File: src/rtl/weyl_pkg.sv
// Shared types and helpers for the Weyl stochastic bitstream blocks.
package weyl_pkg;

   localparam int BITSTREAM_DEF = 64;
   localparam int BASE_DEF      = 61;
   localparam int STRIDE_DEF    = 17;

   typedef enum logic {COLLECT, HOLD} weyl_dec_state_t;

   // Bit position that carries the i-th unit of quota in a Weyl frame.
   function automatic int unsigned weyl_idx(input int unsigned i,
                                            input int unsigned base      = BASE_DEF,
                                            input int unsigned stride    = STRIDE_DEF,
                                            input int unsigned bitstream = BITSTREAM_DEF);
      return (base + i * stride) % bitstream;
   endfunction

endpackage

File: src/rtl/weyl_pattern_check.sv
// Combinational comparison of a received frame against the ideal Weyl
// pattern for quota q: bit[weyl_idx(i)] must equal (i < q) for every i.
module weyl_pattern_check
   import weyl_pkg::*;
#(
   parameter int BITSTREAM = BITSTREAM_DEF,
   parameter int BASE      = BASE_DEF,
   parameter int STRIDE    = STRIDE_DEF
) (
   input  logic [BITSTREAM-1:0]       frame,
   input  logic [$clog2(BITSTREAM):0] q,
   output logic                       mismatch
);

   localparam int IW = $clog2(BITSTREAM);

   logic [IW-1:0] pos;

   // Walk every quota unit; any bit disagreeing with the ideal pattern flags a mismatch.
   always_comb begin
      mismatch = 1'b0;
      pos      = '0;
      for (int i = 0; i < BITSTREAM; i++) begin
         pos = IW'(weyl_idx(i, BASE, STRIDE, BITSTREAM));
         if (frame[pos] != (i < int'(q)))
            mismatch = 1'b1;
      end
   end

endmodule

File: src/rtl/weyl_stream_decoder.sv
// Weyl stochastic bitstream decoder: counts the ones in a BITSTREAM-bit
// serial frame and offers the count over a valid/ready handshake.
// Optional macro WEYL_CHECK_EN adds a frame store and a comparison against
// the ideal Weyl pattern, reported on out_mismatch.
module weyl_stream_decoder
   import weyl_pkg::*;
#(
   parameter int BITSTREAM = BITSTREAM_DEF,
   parameter int BASE      = BASE_DEF,
   parameter int STRIDE    = STRIDE_DEF
) (
   input  logic                       clk,
   input  logic                       rst_n,
   input  logic                       in_valid,
   input  logic                       in_bit,
   output logic                       in_ready,
   input  logic                       flush,
   output logic                       out_valid,
   input  logic                       out_ready,
   output logic [$clog2(BITSTREAM):0] out_count
`ifdef WEYL_CHECK_EN
   ,
   output logic                       out_mismatch
`endif
);

   localparam int IW = $clog2(BITSTREAM);
   localparam int CW = IW + 1;

   weyl_dec_state_t state, state_nxt;
   logic [IW-1:0]   idx;
   logic [CW-1:0]   acc;
   logic [CW-1:0]   acc_nxt;
   logic            accept;
   logic            last_beat;
   logic            handshake;

   assign acc_nxt = acc + CW'(in_bit);

   // State register.
   always_ff @(posedge clk or negedge rst_n) begin
      if (!rst_n) state <= COLLECT;
      else        state <= state_nxt;
   end

   // Next state and handshake outputs; flush blocks acceptance in COLLECT.
   always_comb begin
      state_nxt = state;
      in_ready  = 1'b0;
      out_valid = 1'b0;
      accept    = 1'b0;
      last_beat = 1'b0;
      handshake = 1'b0;
      case (state)
         COLLECT: begin
            in_ready  = 1'b1;
            accept    = in_valid && !flush;
            last_beat = accept && (idx == IW'(BITSTREAM - 1));
            if (last_beat) state_nxt = HOLD;
         end
         HOLD: begin
            out_valid = 1'b1;
            handshake = out_ready;
            if (out_ready) state_nxt = COLLECT;
         end
      endcase
   end

   // Beat counter, ones accumulator and result latch.
   always_ff @(posedge clk or negedge rst_n) begin
      if (!rst_n) begin
         idx       <= '0;
         acc       <= '0;
         out_count <= '0;
      end else if (flush && state == COLLECT) begin
         idx <= '0;
         acc <= '0;
      end else if (accept) begin
         idx <= idx + IW'(1);
         acc <= acc_nxt;
         if (last_beat) out_count <= acc_nxt;
      end else if (handshake) begin
         idx <= '0;
         acc <= '0;
      end
   end

`ifdef WEYL_CHECK_EN
   logic [BITSTREAM-1:0] frame;
   logic [BITSTREAM-1:0] frame_nxt;
   logic                 chk_mismatch;

   // Frame contents including the beat accepted this cycle, so the final bit is checked.
   always_comb begin
      frame_nxt = frame;
      if (accept) frame_nxt[idx] = in_bit;
   end

   weyl_pattern_check #(
      .BITSTREAM (BITSTREAM),
      .BASE      (BASE),
      .STRIDE    (STRIDE)
   ) u_check (
      .frame    (frame_nxt),
      .q        (acc_nxt),
      .mismatch (chk_mismatch)
   );

   // Frame store and mismatch flag, latched alongside out_count.
   always_ff @(posedge clk or negedge rst_n) begin
      if (!rst_n) begin
         frame        <= '0;
         out_mismatch <= 1'b0;
      end else if (accept) begin
         frame <= frame_nxt;
         if (last_beat) out_mismatch <= chk_mismatch;
      end
   end
`endif

endmodule

File: config.mk
export PLATFORM = sky130hd
export DESIGN_NAME = weyl_stream_decoder
export DESIGN_NICKNAME = d
export VERILOG_FILES = /design/src/rtl/weyl_pkg.sv /design/src/rtl/weyl_pattern_check.sv /design/src/rtl/weyl_stream_decoder.sv
export SDC_FILE = /design/constraint.sdc
export NUM_CORES = 1
export LEC_CHECK = 0
export ABC_AREA = 1
export CORE_UTILIZATION = 53
export DETAILED_ROUTE_END_ITERATION = 8
export PLACE_DENSITY = 0.77
export SLEW_MARGIN = 15
export SYNTH_ARGS = -nofsm -noshare
export SYNTH_HDL_FRONTEND = slang
export SYNTH_SLANG_ARGS = --single-unit
File: constraint.sdc
create_clock -name clk -period 1.35 [get_ports clk]
set_input_delay 0.27 -clock clk [delete_from_list [all_inputs] [get_ports clk]]
set_output_delay 0.27 -clock clk [all_outputs]
set_load 0.005 [all_outputs]
==> results.cfg <==
[floorplan]
dieWidth_um = 47.7
pin_count = 15
core_um2 = 1960
rows = 16
fp.dieH_um = 47.7
die_area_um2 = 2270
start_util_pct = 56.4

[detailed_routing]
dr.first_iter.drc_count = 33
wl_per_cell_um = 12.8
dr.pass1.iters = 4
ant_nets = 0
drc = 0
routed_via_density = 4.96
drt-total-wl_um = 2470
num_vias = 952

[critical_path]
critPathCaptureType = output port
cp.arrival_ns = 1.02
startpoint_type = register
worstPathMaxFanout = 3
crit_required_ns = 1.08
worstPathCellList = inv_1, dlygate4sd2_1
critical-path-slowest-cell = dfrtp_1
path_class = reg -> out
max_stage_delay_ns = 0.42

[yosys]
synth_top_area_share_pct = 47.5
synthMostInstantiatedCell = nand2_1
yosys-top-cells-area = dfrtp_1 48%, nand2_1 22%, nand3_1 4.5%, ha_1 3.4%, inv_1 3.4%
yosys_warnings = 0
synth_seq_cells = 21
syn_nets = 143
syn_inst = 134
yosysSeqAreaShare_pct = 47.5
synth-edff-count = 0
synth_flop_cell = dfrtp_1
yosysTopAreaCell = dfrtp_1
ys_types = 24
netlist_area_um2 = 1110
async_reset_ff_share_pct = 100
syn_avg_cell_area_um2 = 8.25
synth_commonest_cells = 64 x nand2_1, 21 x dfrtp_1, 10 x inv_1, 10 x nand3_1

[sta]
setup_viol = 0
hold_viol = 0
fmax_mhz = 776
worst_slew_pin_slew_ns = 0.275
fin_crit_ns = 1.29
skew_ns = 0.00529
slew_headroom_pct = 81.7
drv_slew = 0
timing.final.ws_setup_ns = 0.0607
fin_crit_sh_pct = 95.5
hold_ws_ns = 0.290

[grt]
grt_use_total_pct = 21.7
antenna_found_initial = 0
grt_max_degree = 22
grt_pass1_wl_um = 3450
first_global_vias = 824
grt-ovfl-total = 0

[placed_design]
place_congestion = 0.858
port_buffers = 14
place_area_um2 = 1320
place_worst_setup_slack_ns = -0.323
hpwlAfterDp_um = 1520
dp_cells = 181

[cts]
cts.path.max_buffers = 2
insertion_delay_ns = 0.30
cts_buffers = 3
root_buffer = clkbuf_4
cts_htree_levels = 1
cts_tree = done
cts_sinks = 21
clk_pin_slew_ns = 0.13

[final_layout]
fin_area_um2 = 1450
syn2layout_area_growth_pct = 30.8
nets = 175
antenna_cells = 0
layout.cells.non_filler = 192
final_layout_size_suffix_gt1_share_pct = 21.8
fillers = 150

[hold_path]
min_path_type = in -> async

[power_and_ir_drop]
vdd_drop_max_mv = 0.540
power_leakage_nw = 0.845
power_mw = 1.17
power.density_nw_per_um2 = 811

[status]
status = complete, no violations

[job]
drv_cap = 0
==> kinds of logic after synthesis <==
kind of cell / after synthesis / share of synthesized area, %
compound gates: 6 / 3.51
xor+xnor: 4 / 3.17
fa+ha+maj: 3 / 3.39
buf+inv: 14 / 5.66
flops: 21 / 47.5
simple gates: 86 / 36.8
==> worst paths after layout <==
check                                    startpoint                       end  slack, ns  cells past startpoint
max                                 state$_DFF_PN0_                  in_ready       0.06                      2
min                                           rst_n        idx[3]$_DFFE_PN0P_       0.29                      2
max reg2reg                      acc[0]$_DFFE_PN0P_        acc[6]$_DFFE_PN0P_       0.08                      7
min reg2reg                out_count[4]$_DFFE_PN0P_  out_count[4]$_DFFE_PN0P_       0.49                      2
max in group asynchronous                     rst_n  out_count[3]$_DFFE_PN0P_       0.84                      2
min in group clk                             in_bit        acc[0]$_DFFE_PN0P_       0.38                      4
==> per-layer routing <==
layer | global-route usage [%] | vias up | wire length, um
li1 | - | 480 | -
met1 | 30.9 | 428 | 1100
met2 | 34.6 | 42 | 1220
met3 | 3.40 | 2 | 128
met4 | 5.56 | 0 | 14
met5 | 0 | - | 0
==> cell type report <==
| cell class | count | area, um^2 | area share [%] |
|---|---|---|---|
| Multi-Input combinational cell | 99 | 568 | 39.3 |
| Sequential cell | 21 | 526 | 36.3 |
| Timing Repair Buffer | 28 | 236 | 16.3 |
| Inverter | 12 | 50.0 | 3.46 |
| Tap cell | 27 | 33.8 | 2.34 |
| Clock buffer | 3 | 22.5 | 1.56 |
| Clock inverter | 1 | 5.00 | 0.346 |
| Timing Repair inverter | 1 | 5.00 | 0.346 |
==> worst max-delay path: cells and delay by family, from the launching register on <==
kind | cells | cell delay, ns
flops | 1 | 0.42
buf+inv | 2 | 0.31
==> what timing repair did <==
action / 4_1_cts / 5_1_grt
pin swaps: 0 / 4
buffers inserted: 4 / 3
gates cloned: 0 / 1
setup endpoints to repair: 10 / 18
hold buffers: 0 / 0
gates resized for setup: 11 / 10
==> placed cells by master (no fill, tap or decap) <==
| master | count |
|---|---|
| nand2_1 | 61 |
| dfrtp_1 | 21 |
| buf_4 | 14 |
| inv_1 | 10 |
| nand3_1 | 9 |
| dlygate4sd2_1 | 9 |
| nand2_2 | 4 |
| clkdlybuf4s50_1 | 4 |
| nor2_1 | 3 |
| xnor2_1 | 3 |
| clkbuf_4 | 3 |
| o21bai_1 | 2 |
| nand2_4 | 2 |
| a21oi_1 | 2 |
| ha_4 | 2 |
| clkinv_2 | 2 |
| nand3_4 | 1 |
| inv_2 | 1 |
| nor2_4 | 1 |
| nand3b_4 | 1 |
| o21ai_4 | 1 |
| nand3_2 | 1 |
| clkinv_4 | 1 |
| xor2_1 | 1 |
| nor2_8 | 1 |
| nand4_1 | 1 |
| o21ai_0 | 1 |
| nor2_2 | 1 |
| ha_1 | 1 |
| dlymetal6s2s_1 | 1 |
==> registers in the layout (all words and copies together), names as in the netlist <==
name	count
acc	7
idx	6
out_count	7
state	1
==> power breakdown <==
part / leakage [nW] / switching, mW / total [mW] / internal, mW
Clock: 0.0177 / 0.202 / 0.312 / 0.110
Sequential: 0.290 / 0.0238 / 0.678 / 0.654
Combinational: 0.537 / 0.0923 / 0.183 / 0.0904
Total: 0.845 / 0.318 / 1.17 / 0.855
==> through the flow <==
stage	utilization, %	setup TNS [ns]
2_1_floorplan	-	0
3_3_place_gp	67.5	-2.85
3_5_place_dp	67.5	-3.25
4_1_cts	70.2	0
5_1_grt	73.7	-0.0580
6_report	73.7	0
Note: power is estimated with default switching activity, not from simulation.
==> patch (same settings) <==
The package constant `BITSTREAM_DEF` goes from 64 to 32.
--- a/src/rtl/weyl_pkg.sv
+++ b/src/rtl/weyl_pkg.sv
@@ -3,3 +3,3 @@
 
-   localparam int BITSTREAM_DEF = 64;
+   localparam int BITSTREAM_DEF = 32;
    localparam int BASE_DEF      = 61;
Interface: changed (resized out_count); port bits go from 15 to 14. The function was not compared with the original's and may differ.
==> patch against the unedited design <==
Worst hold slack better by 3.9 ps. Final area down 20%. Highest routed layer unchanged. Sequential power down 14%. Global-route usage up 1.3 points. Total power down 16%. The flow now finishes with violations (negative setup slack). Sequential cell count down 3. Non-clock buffer count down 2. Synthesized area down 22%. Routed wire length down 27%. Worst setup slack worse by 71 ps. Critical path depth up 7. Largest cell class is now flip-flops and latches. Register-to-register slack worse by 90 ps. Count of clock-buffer cells in the layout unchanged.
==> patch: results (changes against the unedited design) <==
[run_status]
outcome = finished with violations
violations = negative setup slack

[global_routing]
use_met2 = 0.400  ; +0.0541
grt_pass1_wl_mm = 3.04  ; -12%
grt_pass1_vias = 725  ; -12%
met1_usage = 0.278  ; -0.0312
grt_max_degree = 19  ; -14%
use_met3 = 0.0431  ; +0.00914

[power_and_ir_drop]
p_leak_nw = 0.629  ; -26%
vdd_drop_max_mv = 0.786  ; +45%

[cells_and_area]
final_cell_count_no_fill = 146  ; -24%
fin_nets = 142  ; -19%
num-fill-cells = 105  ; -30%
drive_gt1_frac = 0.277  ; +0.0587
reg_top3 = acc (6), out_count (6), idx (5)

[yosys]
synth_compound_area_frac = 0.0496  ; +0.0145
synthTopCellsByArea = dfrtp_1 52%, nand2_1 18%, ha_1 5.8%

[sta]
layout_setup_ws_ps = -10.2  ; -70.9 ps
setup_viol = 4  ; +4
tns_ps = -17.7  ; -17.7 ps
tightest_slew_ps = 226  ; -49.2 ps

[critical_path]
critPathMaxStageDelay_ps = 360  ; -60 ps
path_max_fanout = 9  ; +6
crit_family = simple AND/OR/NAND/NOR gates
cp.arrival_ps = 1550  ; +530 ps

[placed_design]
detailedPlacementHpwl_mm = 1.18  ; -23%
gp_congestion = 0.726  ; -15%

[drt]
totalWireLength_mm = 1.81  ; -27%

[cts]
clk_pin_slew_worst_paths_ps = 90  ; -40 ps

patch: changes by cell type in the layout (fill, tap and decap cells not counted), sizes merged, moves of 2 or more:
cell and delta:
nand3 -4, dfrtp -3, dlygate4sd2 -3, nor2 -2, nand2 -25, o21ai +2
inv +3, o21bai -2, clkinv -3, o22ai +2
patch: cell families (layout without fill, tap and decap cells):
| logic type | Yosys count | in the layout |
|---|---|---|
| simple gates | 53 | 53 |
| flops | 18 | 18 |
| buf+inv | 14 | 43 |
| compound gates | 8 | 8 |
| fa+ha+maj | 4 | 4 |
| xor+xnor | 4 | 4 |
patch: per-stage QoR:
stage | instance area, um2 | total power, mW | hold slack, ps | worst slack [ps]
floorplan | 858 | 0.653 | -25.6 | 57.8
global placement | 1070 | 0.727 | 453 | -189
detailed placement | 1070 | 0.734 | 458 | -230
CTS | 1110 | 0.991 | 295 | 4.57
global route | 1160 | 1.04 | 313 | -124
finish | 1160 | 0.989 | 294 | -10.2
patch: routing by layer:
layer,routed length (um),part of all wire
met1,760,0.42
met2,939,0.52
met3,87,0.048
met4,21,0.012
met5,0,0
patch: path summary, 6_finish.rpt:
| path | slack [ps] | endpoint | start | depth (start not counted) |
|---|---|---|---|---|
| worst max-delay path | -10 | out_count[4] | idx[0] | 9 |
| worst min-delay path | 290 | out_count[0] | rst_n | 2 |
| worst max register to register | -10 | out_count[4] | idx[0] | 9 |
| worst min register to register | 470 | out_count[2] | out_count[2] | 2 |
| max in group asynchronous | 870 | idx[1] | rst_n | 2 |
| min in group clk | 470 | out_count[2] | out_count[2] | 2 |
patch: repair_timing:
item,4_1_cts,5_1_grt
setup endpoints to repair,15,18
pin swaps,1,1
setup buffers,3,2
resized for setup,11,15
patch: where the power goes:
group | internal (mW) | total, mW | switching (mW)
clock network | 0.104 | 0.256 | 0.153
logic | 0.0753 | 0.153 | 0.0775
registers | 0.564 | 0.580 | 0.0158
patch: area by class of cell:
type                            instances  area, um2  area share
Timing Repair Buffer                   26        216       0.187
Sequential cell                        18        450       0.389
Inverter                               14       55.1      0.0475
Tap cell                               16       20.0      0.0173
Clock buffer                            3       22.5      0.0194
Multi-Input combinational cell         69        394       0.340
